<file path="config.mk">
export PLATFORM = sky130hd
export DESIGN_NAME = md_seq_ctrl
export DESIGN_NICKNAME = d
export VERILOG_FILES = /design/src/rtl/md_seq_ctrl.sv
export SDC_FILE = /design/constraint.sdc
export NUM_CORES = 1
export LEC_CHECK = 0
export ABC_CLOCK_PERIOD_IN_PS = 4700
export CAP_MARGIN = 10
export CORE_AREA = 5 5 235 237
export DETAILED_ROUTE_END_ITERATION = 8
export DIE_AREA = 0 0 240 242
export PLACE_DENSITY_LB_ADDON = 0.1
export SKIP_LAST_GASP = 1
export SLEW_MARGIN = 25
export SYNTH_ARGS = -nofsm -noshare
export SYNTH_HDL_FRONTEND = slang
export SYNTH_SLANG_ARGS = --single-unit
</file>
<file path="constraint.sdc">
create_clock -name clk -period 4.7 [get_ports clk]
set_clock_uncertainty 0.2 [all_clocks]
set_input_delay 0.94 -clock clk [delete_from_list [all_inputs] [get_ports clk]]
set_output_delay 0.94 -clock clk [all_outputs]
set_load 0.01 [all_outputs]
</file>
<file path="src/rtl/md_seq_ctrl.sv">
// Multiply/divide sequencer: iterative 32-step shift-add multiplier and restoring
// divider that stalls IF/ID while busy and shares the reg_bank write port with WB.
module md_seq_ctrl #(
    parameter int WORD_WIDTH = 32,
    parameter int ADDR_WIDTH = 5
) (
    input  logic                  clk,
    input  logic                  rst_n,
    input  logic                  start_i,
    input  logic [2:0]            funct3_i,
    input  logic [WORD_WIDTH-1:0] op_a_i,
    input  logic [WORD_WIDTH-1:0] op_b_i,
    input  logic [ADDR_WIDTH-1:0] rd_addr_i,
    input  logic                  flush_i,
    input  logic                  wb_wen_i,
    input  logic [ADDR_WIDTH-1:0] wb_waddr_i,
    input  logic [WORD_WIDTH-1:0] wb_wdata_i,
    output logic                  rf_wen_o,
    output logic [ADDR_WIDTH-1:0] rf_waddr_o,
    output logic [WORD_WIDTH-1:0] rf_wdata_o,
    output logic                  stall_o,
    output logic                  busy_o
);

    localparam int W  = WORD_WIDTH;
    localparam int CW = $clog2(WORD_WIDTH);

    typedef enum logic [1:0] {IDLE, CALC, WRITE} state_t;

    state_t                state_q, state_d;
    logic [CW-1:0]         count_q, count_d;
    logic [2*W-1:0]        acc_q, acc_d;
    logic [W-1:0]          opa_q, opa_d;
    logic [W-1:0]          opb_q, opb_d;
    logic [2:0]            funct3_q, funct3_d;
    logic [ADDR_WIDTH-1:0] rd_q, rd_d;
    logic                  neg_q, neg_d;
    logic                  special_q, special_d;
    logic [W-1:0]          special_res_q, special_res_d;
    logic [W-1:0]          result_q, result_d;

    // Operand preparation for the instruction currently presented in ID
    logic          sign_a, sign_b, signed_a, signed_b, is_div;
    logic [W-1:0]  abs_a, abs_b;
    logic          neg_in, div_zero_in, ovf_in;

    always_comb begin
        sign_a      = op_a_i[W-1];
        sign_b      = op_b_i[W-1];
        is_div      = funct3_i[2];
        signed_a    = (funct3_i == 3'd1) || (funct3_i == 3'd2) ||
                      (funct3_i == 3'd4) || (funct3_i == 3'd6);
        signed_b    = (funct3_i == 3'd1) || (funct3_i == 3'd4) || (funct3_i == 3'd6);
        abs_a       = (signed_a && sign_a) ? (~op_a_i + 1'b1) : op_a_i;
        abs_b       = (signed_b && sign_b) ? (~op_b_i + 1'b1) : op_b_i;
        div_zero_in = is_div && (op_b_i == '0);
        ovf_in      = (funct3_i == 3'd4 || funct3_i == 3'd6) &&
                      (op_a_i == {1'b1, {(W-1){1'b0}}}) && (op_b_i == '1);
        case (funct3_i)
            3'd1, 3'd4: neg_in = sign_a ^ sign_b;
            3'd2, 3'd6: neg_in = sign_a;
            default:    neg_in = 1'b0;
        endcase
    end

    // One iteration of the multiply or divide datapath
    logic [W:0]     mul_sum;
    logic [W:0]     rem_sh;
    logic [W:0]     rem_diff;
    logic [2*W-1:0] acc_step;
    logic [2*W-1:0] prod_fix;
    logic [W-1:0]   quo_fix, rem_fix, calc_res;

    always_comb begin
        mul_sum  = {1'b0, acc_q[2*W-1:W]} + (acc_q[0] ? {1'b0, opa_q} : '0);
        rem_sh   = acc_q[2*W-1:W-1];
        rem_diff = rem_sh - {1'b0, opb_q};
        if (funct3_q[2]) begin
            if (!rem_diff[W])
                acc_step = {rem_diff[W-1:0], acc_q[W-2:0], 1'b1};
            else
                acc_step = {rem_sh[W-1:0], acc_q[W-2:0], 1'b0};
        end else begin
            acc_step = {mul_sum, acc_q[W-1:1]};
        end
        prod_fix = neg_q ? (~acc_step + 1'b1) : acc_step;
        quo_fix  = neg_q ? (~acc_step[W-1:0] + 1'b1) : acc_step[W-1:0];
        rem_fix  = neg_q ? (~acc_step[2*W-1:W] + 1'b1) : acc_step[2*W-1:W];
        case (funct3_q)
            3'd0:             calc_res = prod_fix[W-1:0];
            3'd1, 3'd2, 3'd3: calc_res = prod_fix[2*W-1:W];
            3'd4, 3'd5:       calc_res = quo_fix;
            default:          calc_res = rem_fix;
        endcase
    end

    always_comb begin
        state_d       = state_q;
        count_d       = count_q;
        acc_d         = acc_q;
        opa_d         = opa_q;
        opb_d         = opb_q;
        funct3_d      = funct3_q;
        rd_d          = rd_q;
        neg_d         = neg_q;
        special_d     = special_q;
        special_res_d = special_res_q;
        result_d      = result_q;
        rf_wen_o      = wb_wen_i;
        rf_waddr_o    = wb_waddr_i;
        rf_wdata_o    = wb_wdata_i;
        stall_o       = 1'b0;

        case (state_q)
            IDLE: begin
                stall_o = start_i;
                if (start_i && !flush_i) begin
                    state_d       = CALC;
                    count_d       = CW'(WORD_WIDTH - 1);
                    opa_d         = abs_a;
                    opb_d         = abs_b;
                    acc_d         = {{W{1'b0}}, is_div ? abs_a : abs_b};
                    funct3_d      = funct3_i;
                    rd_d          = rd_addr_i;
                    neg_d         = neg_in;
                    special_d     = div_zero_in || ovf_in;
                    // Divide-by-zero and overflow results are fixed; the loop still runs
                    if (div_zero_in)
                        special_res_d = funct3_i[1] ? op_a_i : '1;
                    else
                        special_res_d = funct3_i[1] ? '0 : {1'b1, {(W-1){1'b0}}};
                end
            end
            CALC: begin
                stall_o = 1'b1;
                if (flush_i) begin
                    state_d = IDLE;
                end else begin
                    acc_d   = acc_step;
                    count_d = count_q - 1'b1;
                    if (count_q == '0) begin
                        state_d  = WRITE;
                        result_d = special_q ? special_res_q : calc_res;
                    end
                end
            end
            WRITE: begin
                if (flush_i) begin
                    stall_o = 1'b1;
                    state_d = IDLE;
                end else if (wb_wen_i) begin
                    stall_o = 1'b1;
                end else begin
                    rf_wen_o   = (rd_q != '0);
                    rf_waddr_o = rd_q;
                    rf_wdata_o = result_q;
                    state_d    = IDLE;
                end
            end
            default: state_d = IDLE;
        endcase
    end

    assign busy_o = (state_q != IDLE);

    always_ff @(posedge clk or negedge rst_n) begin
        if (!rst_n) begin
            state_q       <= IDLE;
            count_q       <= '0;
            acc_q         <= '0;
            opa_q         <= '0;
            opb_q         <= '0;
            funct3_q      <= '0;
            rd_q          <= '0;
            neg_q         <= 1'b0;
            special_q     <= 1'b0;
            special_res_q <= '0;
            result_q      <= '0;
        end else begin
            state_q       <= state_d;
            count_q       <= count_d;
            acc_q         <= acc_d;
            opa_q         <= opa_d;
            opb_q         <= opb_d;
            funct3_q      <= funct3_d;
            rd_q          <= rd_d;
            neg_q         <= neg_d;
            special_q     <= special_d;
            special_res_q <= special_res_d;
            result_q      <= result_d;
        end
    end

endmodule

</file>
## Yosys cells after proc, flatten, opt, wreduce, memory -nomap -nowiden

Cells that the tools add are included.

- Bits in registers: 209
- Input bits: 114
- Logic and storage cells: 111

- Add/subtract/negate cells: 8
- Equal/unequal tests: 17
- Multiplexer cells: 39
- Bitwise logic cells: 7
- Reduce and logical (&&, ||, !) cells: 29

Operators by type and width:

| cell | number |
|---|---|
| 32-bit two-way mux | 13 |
| 64-bit two-way mux | 5 |
| 32-bit by 1-bit adder with 32-bit output (second input constant) | 4 |
| 32-bit NOT | 4 |
| 64-bit case mux with 2 select lines | 1 |
| 32-bit case mux with 3 select lines | 1 |
| 64-bit by 1-bit adder with 64-bit output (second input constant) | 1 |
| 32-bit == test (second input constant) | 2 |
| 64-bit NOT | 1 |
| 32-bit by 32-bit adder with 33-bit output | 1 |
| 33-bit by 32-bit subtractor with 33-bit output | 1 |
| 32-bit zero test | 1 |
| 5-bit two-way mux | 5 |
| 3-bit == test (second input constant) | 4 |
| 2-bit two-way mux | 5 |
| 5-bit case mux with 2 select lines | 1 |
| 3-bit by 2-bit == test with 1-bit output (second input constant) | 3 |
| 3-bit AND reduction | 3 |
| 1-bit logical OR | 7 |
| 3-bit by 1-bit == test with 1-bit output (second input constant) | 2 |
| 1-bit logical AND | 6 |
| 3-bit != test (second input constant) | 2 |
| 2-bit case mux with 3 select lines | 1 |
| 2-bit OR reduction | 3 |
| other kinds (17) | 23 |

## Depth between registers and ports, before layout

- Depth in word-level cells: 9
- Gate-level depth with buffers: 25

## Least setup slack after synthesis

OpenSTA, ideal clock, no wires.

- Path type: reg2reg
- From: register acc_q[31]
- To: register result_q[30]
- Library setup time: 0.124 ns
- Arrival: 4.663 ns
- Slack: -0.287 ns
- Cell stages (with the launch flop): 21
- Buffers on the path: 2
- Clock period less this slack: 4.987 ns
- Cells stage by stage: dfrtp_1 -> inv_1 -> ha_1 -> inv_1 -> fa_1 -> a211oi_1 -> o21ai_1 -> o21ai_2 -> a311oi_4 -> o211a_1 -> buf_4 -> a211oi_4 -> buf_2 -> mux2i_1 -> mux2i_1 -> or3b_1 -> or4b_4 -> o41ai_2 -> xnor2_1 -> a21oi_1 -> o21ai_1

- Word-level cells in the longest chain between the ends: 8

Ends and longest elaborated chain:

| item | RTL line | RTL |
|---|---|---|
| from (decl) | 32 | `logic [2*W-1:0] acc_q, acc_d;` |
| from (signal assigned) | 170 | `acc_q <= '0;` |
| from (signal assigned) | 182 | `acc_q <= acc_d;` |
| 33-bit by 32-bit subtractor with 33-bit output | 77 | `rem_diff = rem_sh - {1'b0, opb_q};` |
| 64-bit two-way mux | 79 | `if (!rem_diff[W])` |
| 64-bit two-way mux (*) | 78 | `if (funct3_q[2]) begin` |
| 64-bit NOT, or another cell as far along | 86 | `prod_fix = neg_q ? (~acc_step + 1'b1) : acc_step;` |
| 64-bit by 1-bit adder with 64-bit output, or another cell as far along | 86 |  |
| 64-bit two-way mux, or another cell as far along | 86 |  |
| 32-bit case mux with 3 select lines (*) | 89 | `case (funct3_q)` |
| 32-bit two-way mux (*) | 143 | `result_d = special_q ? special_res_q : calc_res;` |
| to (signal assigned) | 190 | `result_q <= result_d;` |
| to (decl) | 40 | `logic [W-1:0] result_q, result_d;` |

Every way passes the cells marked *; elsewhere a longest branch is shown, timed or not.
A chain may end at the register's enable or synchronous reset.

## Final worst setup path

- From: register acc_q[31]
- To: register result_q[15]

The elaborated chain is that of the path after synthesis.

==> summary.md <==
| Metric | Value |
|---|---|
| Post-synth cell types | 95 |
| Leading register cell type out of synthesis | dfrtp_1 |
| Post-route total power | 0.0145 W |
| Post-Synthesis Cells | 2,332 |
| Min cycle time layout | 5200 ps |
| H-tree Lvls | 1 |
| Failing checks | negative setup slack |
| Combinational family with the most area after synthesis | compound AO/OA/AOI/OAI gates |
| Number of global-route vias before repair | 19,900 |
| R2R Setup Slk | -500 ps |
| Static Leakage | 11.3 nW |
| Hold Crit Class | in2async |
| Slew HR | 29.2% |
| Number of CTS-inserted buffers | 28 |
| Buf+Inv Stages, Crit Path | 8 |
| Switch share | 45.3% |
| Clk slew on worst S/H paths | 60 ps |
| Port Buf Inserts | 153 |
| Max Slew Vio Count | 0 |
| Maximum clock rate | 192 MHz |
| CTS sink cnt | 209 |
| Top Layer Used | met5 |
| Starting density of the core | 34.3% |
| Post-route setup slack | -504 ps |
| Initial antenna violation count | 3 |
| Leading area contributor after synthesis | dfrtp_1 |
| Synth Register Bits | 209 |
| Routability cong. | 1.00 |
| DP Worst Slack | -638 ps |
| Total Wirelength | 84,500 µm |
| Syn Area/Cell | 7.81 µm² |
| Share of the synthesized area in the top cell type | 28.7% |
| 1st-iter DRT viols | 1,609 |
| All-Layer GR Usage | 27.9% |
| Fin crit share | 111% |
| Post-route DRC | 0 |
| Area after DPL | 23,500 µm² |
| CP startpoint kind | flop |
| Gate power share | 67.9% |
| Kind of critical path | reg2reg |
| Die Height | 242 µm |
| Status | complete, but fails checks |
| Met3 routed WL | 4210 µm |
| Met2 routed WL | 39,000 µm |
| Worst setup EP type | flop |
| Post-DRT Antenna Nets | 0 |
| Post-synth EDFFs | 0 |
| Worst vdd ir | 0.000408 V |
| IO Count | 154 |
| Part of the power in registers | 16.5% |
| DP HPWL | 66,700 µm |
| Via count | 20,000 |
| Fin area | 25,600 µm² |
| Syn nets | 2,519 |
| CTS tree | done |
| Adder-cell share of the synthesized area | 5.10% |
| FP Rows | 85 |
| Synth Warn # | 0 |
| Post-DR wirelength/cell | 23.6 µm |
| Die W | 240 µm |
| Via density | 5.59 |
| Compound-Gate Fraction of Synth Area | 26.0% |
| Ys async rst share | 100% |
| Cell at the slowest stage of the critical path | or3b_4 |
| Max_cap viols | 0 |
| Req. time, crit path | 4950 ps |
| CP top delay family | compound AO/OA/AOI/OAI gates |
| Design internal power | 0.00793 W |
| Mux cell area share after synthesis | 5.96% |
| Worst path max stage delay | 450 ps |
| Synth area leaders | dfrtp_1 29%, o21ai_0 7.7%, nand2_1 7.6% |
| Worst-Margin Slew | 1050 ps |
| Clock Tree Root | clkbuf_16 |
| Clock tree buffer depth | 3 |
| CTS Hold Bufs | 0 |
| Critical path, cell by cell | inv_2 > ha_4 > inv_2 > fa_2 > a211oi_4 > o21ai_2 > o21ai_2 > a311oi_4 > buf_4 > o211ai_4 > o211ai_4 > buf_12 > buf_4 > a311oi_4 > or3b_4 > buf_6 > buf_4 > nor4_4 > buf_4 > nand2_4 > and3_4 > o31ai_4 > a211o_1 > a21oi_1 |
| First-pass DRT Iterations | 5 |
| Simple logic cell fraction of the synthesized area | 21.7% |
| Hold_ws | 139 ps |
| Synthesized cell area | 18,200 µm² |
| Worst-skew pair later-pin latency | 580 ps |
| CP max FO | 5 |
| Net Sw Power | 0.00656 W |
| Die area | 58,100 µm² |
| Arrival time worst endpoint | 5460 ps |
| Layout cells sized above 1 | 25.7% |
| XOR/XNOR share of the synthesized area | 8.17% |
| Met1 wire length | 37,000 µm |
| P per Cell Area | 566 nW/µm² |
| Clock power share | 15.6% |
| Core Footprint | 53,100 µm² |
| Area Overhead vs Synth | 40.5% |
| Nets | 3,051 |
| Seq/Total Area, Yosys | 28.7% |
| Global-route wire length before repair | 126,000 µm |
| Final count of negative-setup-slack endpoints | 27 |
| Hold Vio Cnt, Final | 0 |
| Most common cell type on the critical path | buf_4 |
| Final global-route overflow total | 0 |
| Largest net degree at the start of global routing | 99 |
| RSZ-0062 raised after global routing | true |
==> per-layer routing <==
layer	GRT usage (%)	vias up
met4	10.3	2
met2	45.5	644
met1	38.0	9744
li1	-	9456
met3	3.28	161
met5	0	-
==> worst reg2reg max path: stages, from the launching register on <==
cell and delay [ps]:
dfrtp_1 390, inv_2 80, ha_4 130, inv_2 40
fa_2 360, a211oi_4 310, o21ai_2 110, o21ai_2 230
a311oi_4 160, buf_4 180, o211ai_4 190, o211ai_4 170
buf_12 170, buf_4 130, a311oi_4 240, or3b_4 450
buf_6 140, buf_4 140, nor4_4 230, buf_4 200
nand2_4 80, and3_4 220, o31ai_4 250, a211o_1 220
a21oi_1 80
==> kinds of logic after synthesis <==
kind of cell,count (synthesis)
simple gates,838
compound gates,736
fa+ha+maj,73
flops,209
xor+xnor,170
buf+inv,203
mux,103
==> sequential cells by signal, indices dropped and copies added, names as in the netlist, 2 cells and up <==
signal	cells
rd_q	5
count_q	5
state_q	2
acc_q	64
opa_q	32
special_res_q	32
funct3_q	3
opb_q	32
result_q	32
==> Yosys cell counts, types with 43 or more instances <==
cell type and count:
a21oi_1 157, and2_1 44, clkbuf_1 115, dfrtp_1 209
ha_1 71, inv_1 60, mux2_2 43, mux2i_1 60
nand2_1 369, nor2_1 143, nor3_1 45, o21ai_0 281
o31ai_1 53, xnor2_1 89, xor2_1 81
==> cells in the final DEF (no fill, tap or decap), types with 13 or more instances in the layout <==
cell type / n
nand2_1: 359
o211ai_1: 15
and3_1: 18
o31ai_1: 48
o21a_1: 13
buf_6: 21
dfrtp_1: 207
o21ai_0: 252
inv_1: 58
xnor2_1: 84
mux2i_1: 59
mux2_2: 40
and2_1: 43
nand4_1: 20
a21oi_1: 150
a31oi_1: 16
nor3_1: 40
buf_4: 464
clkbuf_16: 30
or3_1: 19
a21o_1: 23
ha_1: 68
nand3_1: 37
clkdlybuf4s50_1: 151
o21ai_1: 33
nand2b_1: 14
o22ai_1: 16
nor2_1: 138
nor2b_1: 39
xor2_1: 79
==> per-stage QoR <==
step | setup TNS (ps) | std cells | util (%)
global route | -11740 | 3580 | 48.2
finish | -7120 | 3582 | 48.2
floorplan | -536 | 2332 | -
global placement | -9580 | 3483 | 44.3
detailed placement | -14510 | 3483 | 44.3
CTS | -6300 | 3564 | 47.2
==> power by group through the flow <==
stage          registers (W)  clock network (W)  logic [W]
2_1_floorplan        0.00234                  0    0.00455
3_3_place_gp         0.00241                  0    0.00862
3_5_place_dp         0.00242                  0    0.00866
4_1_cts              0.00239            0.00230    0.00920
5_1_grt              0.00243            0.00237     0.0105
6_report             0.00239            0.00226    0.00984
==> worst paths after layout <==
kind                              startpoint                 to  cells past startpoint
setup / recovery                   acc_q[31]       result_q[15]                     24
hold / removal                         rst_n          acc_q[55]                      1
setup reg to reg                   acc_q[31]       result_q[15]                     24
hold reg to reg            special_res_q[24]  special_res_q[24]                      2
max in group asynchronous              rst_n        funct3_q[1]                      2
min in group clk           special_res_q[24]  special_res_q[24]                      2
==> final cells by class <==
cell class,count,area [µm²]
antenna,2,5.00
clock buffer,38,790
clock inverter,12,153
fill,5282,27500
inverter,62,233
multi-input combinational,1920,13000
sequential,209,5240
tap,696,871
timing repair buffer,643,5360
==> what timing repair did <==
item / in CTS / in global routing
cloned: 0 / 1
endpoints found under the setup margin: 31 / 36
gates resized for setup: 102 / 82
setup buffers: 35 / 20
pin swaps: 61 / 64
(Power assumes the default switching activity.)
